$ cat src/rtl/amp_share_arbiter.sv
// Round-robin arbiter sharing one amplifier input channel between NREQ front-ends.
// Each tenure is bounded by a hold timer; a timed-out requester stays masked until it drops req.
module amp_share_arbiter #(
    parameter int NREQ     = 4,
    parameter int OWN_W    = 2,
    parameter int MAX_HOLD = 12,
    parameter int HOLD_W   = 4
) (
    input  logic             mclk,
    input  logic             resetb,
    input  logic [NREQ-1:0]  req,
    input  logic [NREQ-1:0]  done,
    output logic [NREQ-1:0]  grant,
    output logic             busy,
    output logic [OWN_W-1:0] owner,
    output logic             timeout
);

    typedef enum logic [1:0] {S_IDLE, S_GRANT, S_RELEASE} state_t;

    state_t            state_q, state_d;
    logic [NREQ-1:0]   grant_q, grant_d;
    logic              busy_q, busy_d;
    logic [OWN_W-1:0]  owner_q, owner_d;
    logic [OWN_W-1:0]  last_q, last_d;
    logic              timeout_q, timeout_d;
    logic [HOLD_W-1:0] hold_q, hold_d;
    logic [NREQ-1:0]   mask_q, mask_d;

    logic [NREQ-1:0]   elig;
    logic              win_found;
    logic [OWN_W-1:0]  win_idx;
    logic              own_done, own_req, hold_lim;
    logic              end_tenure, load;
    int                idx;

    assign elig     = req & ~mask_q;
    assign own_done = done[owner_q];
    assign own_req  = req[owner_q];
    assign hold_lim = (hold_q == HOLD_W'(MAX_HOLD - 1));

    // Rotating priority: search starts just after the previous winner.
    always_comb begin
        win_found = 1'b0;
        win_idx   = '0;
        idx       = 0;
        for (int k = 1; k <= NREQ; k++) begin
            idx = int'(last_q) + k;
            if (idx >= NREQ) idx = idx - NREQ;
            if (!win_found && elig[idx]) begin
                win_found = 1'b1;
                win_idx   = OWN_W'(idx);
            end
        end
    end

    always_ff @(posedge mclk or negedge resetb) begin
        if (!resetb) begin
            state_q   <= S_IDLE;
            grant_q   <= '0;
            busy_q    <= 1'b0;
            owner_q   <= '0;
            last_q    <= OWN_W'(NREQ - 1);
            timeout_q <= 1'b0;
            hold_q    <= '0;
            mask_q    <= '0;
        end else begin
            state_q   <= state_d;
            grant_q   <= grant_d;
            busy_q    <= busy_d;
            owner_q   <= owner_d;
            last_q    <= last_d;
            timeout_q <= timeout_d;
            hold_q    <= hold_d;
            mask_q    <= mask_d;
        end
    end

    always_comb begin
        state_d    = state_q;
        end_tenure = 1'b0;
        load       = 1'b0;
        case (state_q)
            S_GRANT: begin
                end_tenure = own_done || !own_req || hold_lim;
                if (end_tenure) state_d = S_RELEASE;
            end
            S_IDLE, S_RELEASE: begin
                load    = win_found;
                state_d = win_found ? S_GRANT : S_IDLE;
            end
            default: state_d = S_IDLE;
        endcase
    end

    always_comb begin
        grant_d   = '0;
        owner_d   = owner_q;
        last_d    = last_q;
        hold_d    = '0;
        timeout_d = 1'b0;
        // Done and req-drop take priority over the hold limit, so only a true cut masks.
        timeout_d = (state_q == S_GRANT) && hold_lim && own_req && !own_done;
        mask_d    = mask_q & req;
        if (timeout_d) mask_d[owner_q] = 1'b1;
        if (load) begin
            grant_d[win_idx] = 1'b1;
            owner_d          = win_idx;
            last_d           = win_idx;
        end else if (state_q == S_GRANT && !end_tenure) begin
            grant_d = grant_q;
            hold_d  = (&hold_q) ? hold_q : hold_q + 1'b1;
        end
        busy_d = (state_d == S_GRANT);
    end

    assign grant   = grant_q;
    assign busy    = busy_q;
    assign owner   = owner_q;
    assign timeout = timeout_q;

endmodule

$ cat config.mk
export PLATFORM = sky130hd
export DESIGN_NAME = amp_share_arbiter
export DESIGN_NICKNAME = d
export VERILOG_FILES = /design/src/rtl/amp_share_arbiter.sv
export SDC_FILE = /design/constraint.sdc
export NUM_CORES = 1
export LEC_CHECK = 0
export ABC_AREA = 0
export ABC_CLOCK_PERIOD_IN_PS = 2800
export BUFFER_PORTS_ARGS = -buffer_cell sky130_fd_sc_hd__buf_2
export CAP_MARGIN = 20
export CORE_ASPECT_RATIO = 1.1
export CORE_MARGIN = 5
export CORE_UTILIZATION = 51
export CTS_CLUSTER_DIAMETER = 30
export CTS_CLUSTER_SIZE = 14
export DETAILED_ROUTE_END_ITERATION = 8
export PLACE_DENSITY = 0.74
export SETUP_SLACK_MARGIN = 0.3
export SYNTH_ARGS = -nofsm -noshare
export SYNTH_HDL_FRONTEND = slang
export SYNTH_SLANG_ARGS = --single-unit
export TNS_END_PERCENT = 100
$ cat constraint.sdc
create_clock -name mclk -period 2.8 [get_ports mclk]
set_input_delay 0.14 -clock mclk [delete_from_list [all_inputs] [get_ports mclk]]
set_output_delay 0.14 -clock mclk [all_outputs]
set_load 0.05 [all_outputs]
==> results of run 1 <==
-- worst paths after layout --
| kind | startpoint | to | slack, ns | cells past startpoint |
|---|---|---|---|---|
| worst max-delay path | owner[1]$_DFFE_PN0P_ | state_q[0]$_DFF_PN0_ | 1.09 | 4 |
| worst min-delay path | req[2] | mask_q[2]$_DFF_PN0_ | 0.07 | 3 |
| worst max register to register | owner[1]$_DFFE_PN0P_ | state_q[0]$_DFF_PN0_ | 1.09 | 4 |
| worst min register to register | mask_q[2]$_DFF_PN0_ | mask_q[2]$_DFF_PN0_ | 0.50 | 2 |
| max in group asynchronous | resetb | last_q[1]$_DFFE_PN1P_ | 2.17 | 2 |
| min in group asynchronous | resetb | grant[1]$_DFFE_PN0P_ | 0.30 | 2 |
-- kinds of logic after synthesis --
family                   Yosys count  synth area share, %
AO/OA/AOI/OAI                     26                 22.7
XOR/XNOR                           1                0.851
adder cells (fa/ha/maj)            1                 1.21
buffers and inverters              7                 3.04
flip-flops                        20                 48.8
multiplexers                       4                 5.22
AND/OR/NAND/NOR                   28                 18.1
-- metrics by stage --
stage | area (um^2) | util (%) | power [W]
after floorplan | 1030 | - | 0.000840
after global placement | 1130 | 57.3 | 0.000944
final | 1180 | 59.6 | 0.00113
after detailed placement | 1130 | 57.3 | 0.000966
after global routing | 1180 | 59.6 | 0.00119
after CTS | 1180 | 59.6 | 0.00113
-- report_power, final --
| part | switching, W | total, W | internal (W) |
|---|---|---|---|
| clock | 0.0000872 | 0.000167 | 0.0000795 |
| sequential | 0.0000731 | 0.000453 | 0.000380 |
| combinational | 0.000336 | 0.000507 | 0.000171 |
| total | 0.000496 | 0.00113 | 0.000630 |
-- synthesized netlist by cell type (all sizes together) (2+ instances only) --
cell type,n,share of area (%)
o41ai,5,6.1
buf,2,1.2
mux2i,2,1.9
nand2,6,2.2
a21oi,2,0.97
a21o,3,2.3
o21ai,2,0.97
dfstp,2,5.1
inv,4,1.5
nor2b,10,7.8
nand3b,2,1.5
nor2,3,1.1
a32o,4,4.4
dfrtp,18,44
a211oi,2,1.5
-- cell type report --
cell class                      instances  area [um^2]  area share (%)
Clock buffer                            4         36.3            3.08
Inverter                                4         15.0            1.27
Multi-Input combinational cell         60          495            42.0
Sequential cell                        20          503            42.6
Tap cell                               28         35.0            2.97
Timing Repair Buffer                   18         95.1            8.06
-- routing by layer --
metal,GRT usage [%],part of all wire [%],vias up
met3,2.61,4.5,5
li1,-,-,369
met4,6.57,2.1,0
met2,26.4,50,17
met1,23.7,44,389
met5,0,0,-
-- timing repair --
item | in CTS | in global routing
endpoints found under the hold margin | 18 | 0
hold buffers | 1 | 0
resized for setup | 0 | 0
-- state kept, by name (all words and copies together), names as in the netlist --
name and cells:
mask_q 4, busy 1, last_q 2, timeout 1, hold_q 4, grant 4, owner 2, state_q 2
-- worst max-delay path, stage by stage (launching register included) --
cell,delay (ns)
sky130_fd_sc_hd__dfrtp_1,0.44
sky130_fd_sc_hd__inv_2,0.11
sky130_fd_sc_hd__mux4_2,0.54
sky130_fd_sc_hd__nand3b_1,0.35
sky130_fd_sc_hd__o21ai_0,0.14
==> results.md, run 1 <==
- Leakage: 0.570 nW
- Count of routing violations after the opening detailed-route iteration: 19
- Total nets after synthesis: 98
- Worst endpoint data arrival time: 1.88 ns
- Overall via count from detail_route: 780
- Longest Clk Path Bufs: 2
- Sum of routed wire length over all layers: 2190 um
- Starting density of the core: 52.1%
- # fillers: 178
- Worst Hold Slack: 0.0699 ns
- Antenna violations before repair: 0
- Die Outline Area: 3020 um^2
- Normalized max-slew margin: 66.9%
- Endpoints failing setup: 0
- Core outline area: 1980 um^2
- Final total negative setup slack: 0 ns
- Most used DFF post-synth: sky130_fd_sc_hd__dfrtp_1
- Kind of start point of the critical path: register
- Weighted congestion reported at the end of routability-driven placement: 0.766
- Warning count from the yosys run: 0
- H-Tree Level Count: 1
- Fraction of layout instances using a drive strength above 1: 35.8%
- Number of clock sinks seen by CTS: 20
- Instance count of the mapped netlist: 87
- Final non-filler cell total: 134
- Area of the mapped netlist: 1030 um^2
- Half-perimeter wire length of the detailed placement result: 1690 um
- Number of placement rows: 17
- Horizontal die dimension: 52.8 um
- Global-route total usage across every layer: 17.0%
- Most frequent standard cell in the layout excluding fill and tap cells: sky130_fd_sc_hd__dfrtp_1
- Max-slew violation count: 0
- Post-detailed-route DRC marker count: 0
- Share of the clock period used by the worst path: 61.2%
- CTS buffer count: 3
- Final Skew: 0.00609 ns
- Num ports: 18
- Critical setup path kind: reg -> reg
- Clock transition at path regs: 0.11 ns
- Number of distinct library cells after synthesis: 41
- Minimum period implied by the final worst setup slack: 1.71 ns
- Via count normalized by instance count: 5.82
- TritonCTS clock tree: done
- Remaining global-route overflow: 0
- Worst Max-Slew Pin Slew: 0.494 ns
- Max Clock Freq: 584 MHz
- Post-detailed-route wirelength per cell: 16.4 um
- Number of placed instances with taps included: 129
- Die Span Y: 57.1 um
- Post-Place Setup Slack: 1.08 ns
- Required time worst endpoint: 2.97 ns
- Root cell of the clock tree: sky130_fd_sc_hd__clkbuf_4
- Diode insertion count for antenna repair: 0
- Maximum fanout encountered on the critical timing path: 11
- PD cells: 954 nW/um^2
- Worst setup EP type: register
- Nets: 118
- Run status: finished clean
- Seq/Total Area, Yosys: 48.8%
- Max-capacitance violation count: 0
- Hold Crit Class: in -> reg
- Number of port buffers: 17
- Highest-count cells in the layout ignoring fill and taps: sky130_fd_sc_hd__dfrtp_1 (18), sky130_fd_sc_hd__buf_2 (17), sky130_fd_sc_hd__nor2b_1 (7)
- Area growth, synth to finish: 14.6%
- Least setup slack across all paths after layout: 1.09 ns
- Remaining antenna violation count: 0
- Syn_area_per_cell: 11.8 um^2
- Max rail drop VDD: 0.579 mV
- Final Hold Vio Count: 0
- Pin count of the biggest net entering global routing: 21
- Flops & latches, synth: 20
- Number of buffers inserted to repair setup after CTS: 0
- Unrepaired setup endpoints after global routing: no
- Iteration count of the initial detailed-routing pass: 4
- Via count of the first global-routing pass: 808
- Proportion of synthesized flip-flops having asynchronous set or reset: 100%
- Number of flops mapped to enable cells by yosys: 0
- Insertion delay of the later-clocked pin in the worst-skew pair: 0.31 ns
- First-pass GRT wire length: 3850 um
No activity file was read; power rests on OpenSTA's default activity.
==> run 2: changes to the inputs <==
- ABC_AREA: 0 -> 1
- ABC_CLOCK_PERIOD_IN_PS: 2800 -> 1650
- PLACE_DENSITY: 0.74 -> 0.72
- clock period: 2.8 -> 1.65 ns (I/O delays scaled with it)
==> run 2 against run 1 <==
- the run now ends with negative setup slack left
- fmax down 1.9%
- die area increased by 18%
- sequential power grew 72%
- synthesized cell count increased by 89%
- sequential share of layout area shrank 14 points
- cell area grew 49%
- final cell count grew 76%
- worst setup slack got worse by 1.2 ns
- routed wire length up 50%
- clock skew down 0.00089 ns
- utilization rose by 17 points
- synthesized area rose by 22%
==> results.md, run 2 <==
- Run status: finished, violations left
- Violations in the final reports: negative setup slack
- Clock network fraction of total power: 6.7% (-8.1 points)
- Area of the mapped netlist: 1260 um^2 (+22%)
- Nets: 219 (+86%)
- Core outline area: 2300 um^2 (+16%)
- Kind of start point of the critical path: register
- Remaining global-route overflow: 0 (unchanged)
- Max rail drop VDD: 1.40 mV (+140%)
- Max-slew violation count: 0 (unchanged)
- Normalized max-slew margin: 70.5% (+3.5 points)
- Remaining antenna violation count: 0 (unchanged)
- Fraction of layout instances using a drive strength above 1: 48.5% (+13 points)
- Number of flops mapped to enable cells by yosys: 0 (unchanged)
- Final Skew: 0.00520 ns (-0.000888 ns)
- Highest-count cells in the layout ignoring fill and taps: sky130_fd_sc_hd__nand2_1 (33), sky130_fd_sc_hd__buf_4 (18), sky130_fd_sc_hd__nand3_1 (17), sky130_fd_sc_hd__buf_2 (17), sky130_fd_sc_hd__dfrtp_1 (16)
- Half-perimeter wire length of the detailed placement result: 2160 um (+28%)
- Count of routing violations after the opening detailed-route iteration: 46 (+27)
- Leakage: 0.898 nW (+57%)
- Number of placement rows: 18 (+1)
- Combinational fraction of design power: 70.6% (+26 points)
- Overall via count from detail_route: 1275 (+63%)
- Worst Max-Slew Pin Slew: 0.443 ns (-0.0510 ns)
- Die Span Y: 62.1 um (+8.6%)
- Via count normalized by instance count: 5.40 (-7.2%)
- Top-count cell post-synth: sky130_fd_sc_hd__nand2_1
- H-Tree Level Count: 1 (unchanged)
- PD cells: 1950 nW/um^2 (+100%)
- Share of the clock period used by the worst path: 106% (+45 points)
- Total nets after synthesis: 175 (+79%)
- Global-route total usage across every layer: 18.9% (+1.9 points)
- Number of distinct library cells after synthesis: 26 (-37%)
- Number of port buffers: 17 (unchanged)
- Proportion of synthesized flip-flops having asynchronous set or reset: 100% (unchanged)
- Hold Crit Class: in -> reg
- Post-detailed-route DRC marker count: 0 (unchanged)
- Most frequent standard cell in the layout excluding fill and tap cells: sky130_fd_sc_hd__nand2_1
- Sequential cell fraction of total power: 22.7% (-18 points)
- Longest Clk Path Bufs: 2 (unchanged)
- Horizontal die dimension: 57.3 um (+8.5%)
- Library cell with the largest summed area after synthesis: sky130_fd_sc_hd__dfrtp_1
- Critical setup path kind: reg -> reg
- Post-detailed-route wirelength per cell: 14.0 um (-15%)
- Num ports: 18 (unchanged)
- Instance count of the mapped netlist: 164 (+89%)
- Warning count from the yosys run: 0 (unchanged)
- Switching power summed over all nets: 0.00172 W (+250%)
- Required time worst endpoint: 1.85 ns (-1.12 ns)
- Clock transition at path regs: 0.11 ns (about the same)
- Switching Fraction: 50.1% (+6.0 points)
- Flops & latches, synth: 20 (unchanged)
- TritonCTS clock tree: done
- Seq/Total Area, Yosys: 40.0% (-8.8 points)
- Most used DFF post-synth: sky130_fd_sc_hd__dfrtp_1
- Top post-synthesis cells by area: sky130_fd_sc_hd__dfrtp_1 (36%), sky130_fd_sc_hd__nand2_1 (13%), sky130_fd_sc_hd__nand3_1 (10%)
- Endpoints failing setup: 10 (+10)
- Least setup slack across all paths after layout: -0.0963 ns (-1.18 ns)
- Diode insertion count for antenna repair: 0 (unchanged)
- Antenna violations before repair: 0 (unchanged)
- Most numerous cell types in the synthesized netlist: sky130_fd_sc_hd__nand2_1 (44), sky130_fd_sc_hd__nand3_1 (25), sky130_fd_sc_hd__dfrtp_1 (18)
- Final core utilization: 76.7% (+17 points)
- Pin count of the biggest net entering global routing: 21 (unchanged)
- Starting density of the core: 54.7% (+2.6 points)
- Area growth, synth to finish: 40.2%
- Syn_area_per_cell: 7.66 um^2 (-35%)
- Top cell type's share of synthesized area: 35.9% (-7.9 points)
- Pwr Total: 0.00344 W (+210%)
- Worst endpoint data arrival time: 1.95 ns (+0.07 ns)
- Minimum period implied by the final worst setup slack: 1.75 ns (+0.0325 ns)
- Number of clock sinks seen by CTS: 20 (unchanged)
- Worst setup EP type: register
- Insertion delay of the later-clocked pin in the worst-skew pair: 0.30 ns (about the same)
- Max Clock Freq: 573 MHz (-1.9%)
- Die Outline Area: 3560 um^2 (+18%)
- Internal Pwr Total: 0.00172 W (+170%)
- Sum of routed wire length over all layers: 3300 um (+50%)
- Via count of the first global-routing pass: 1207 (+49%)
- Maximum fanout encountered on the critical timing path: 8 (-3)
- Max-capacitance violation count: 0 (unchanged)
- Unrepaired setup endpoints after global routing: yes
- Iteration count of the initial detailed-routing pass: 4 (unchanged)
- Final Hold Vio Count: 0 (unchanged)
- Weighted congestion reported at the end of routability-driven placement: 0.826 (+7.8%)
- Root cell of the clock tree: sky130_fd_sc_hd__clkbuf_4
- CTS buffer count: 3 (unchanged)
- First-pass GRT wire length: 5170 um (+34%)
run 2: what timing repair did:
item,4_1_cts,5_1_grt
gates resized for setup,26,18
endpoints found under the setup margin,18,20
buffers inserted,10,6
pin swaps,11,9
hold buffers,1,0
hold endpoints to repair,18,0
run 2: power by group through the flow:
stage / logic (W) / registers (W) / clock network, W
final: 0.00243 / 0.000780 / 0.000231
after global routing: 0.00264 / 0.000796 / 0.000259
after CTS: 0.00221 / 0.000768 / 0.000227
after detailed placement: 0.00173 / 0.000773 / 0
after global placement: 0.00169 / 0.000768 / 0
after floorplan: 0.00121 / 0.000893 / 0
run 2: per-layer routing:
metal,track usage [%],share of wire (%),up-vias
li1,-,-,618
met1,22.0,41,602
met2,33.6,53,48
met3,4.13,5.0,7
met4,9.27,1.3,0
met5,0,0,-
run 2: final timing paths:
path                            cells past startpoint                  start  slack [ns]               endpoint
max in group asynchronous                           2                 resetb        1.05  last_q[0]$_DFFE_PN1P_
min in group asynchronous                           2                 resetb        0.26  hold_q[3]$_DFFE_PN0P_
worst max register to register                     11  last_q[0]$_DFFE_PN1P_        -0.1   grant[1]$_DFFE_PN0P_
worst min-delay path                                3                 req[3]        0.09    mask_q[3]$_DFF_PN0_
worst min register to register                      2   grant[3]$_DFFE_PN0P_        0.52   grant[3]$_DFFE_PN0P_
worst max-delay path                               11  last_q[0]$_DFFE_PN1P_        -0.1   grant[1]$_DFFE_PN0P_
run 2: cell type report:
type | instances | area (um^2)
clock buffer | 3 | 22.5
timing repair buffer | 41 | 304
tap | 30 | 37.5
fill | 166 | 536
sequential | 20 | 509
multi-input combinational | 121 | 795
inverter | 21 | 93.8
run 2: worst max-delay path, cell delays in order, from the launching register on:
cell and delay, ns:
sky130_fd_sc_hd__dfstp_4 0.72, sky130_fd_sc_hd__inv_8 0.07, sky130_fd_sc_hd__nand3_2 0.09, sky130_fd_sc_hd__nand3_2 0.07, sky130_fd_sc_hd__nand2_2 0.12, sky130_fd_sc_hd__nand4_1 0.11, sky130_fd_sc_hd__nand2_1 0.11, sky130_fd_sc_hd__clkinv_1 0.12
sky130_fd_sc_hd__nand2_4 0.10, sky130_fd_sc_hd__nor2_1 0.04, sky130_fd_sc_hd__nand2_1 0.06, sky130_fd_sc_hd__nand2_1 0.05
run 2: cell families after synthesis:
family / after synthesis / share of synthesized area [%]
AO/OA/AOI/OAI: 19 / 9.06
flip-flops: 20 / 40.0
XOR/XNOR: 2 / 1.39
buffers and inverters: 23 / 8.86
AND/OR/NAND/NOR: 99 / 39.6
adder cells (fa/ha/maj): 1 / 0.996
run 2: through the flow:
stage	area (um^2)	worst slack (ns)	instances	hold slack (ns)	TNS, ns
floorplan	1270	0.120	164	-0.213	0
global placement	1420	-0.00314	216	0.0458	-0.00432
detailed placement	1420	-0.0421	216	0.0427	-0.139
CTS	1650	-0.0545	230	0.0608	-0.316
global route	1760	-0.212	236	0.0693	-1.79
finish	1760	-0.0963	236	0.0859	-0.596
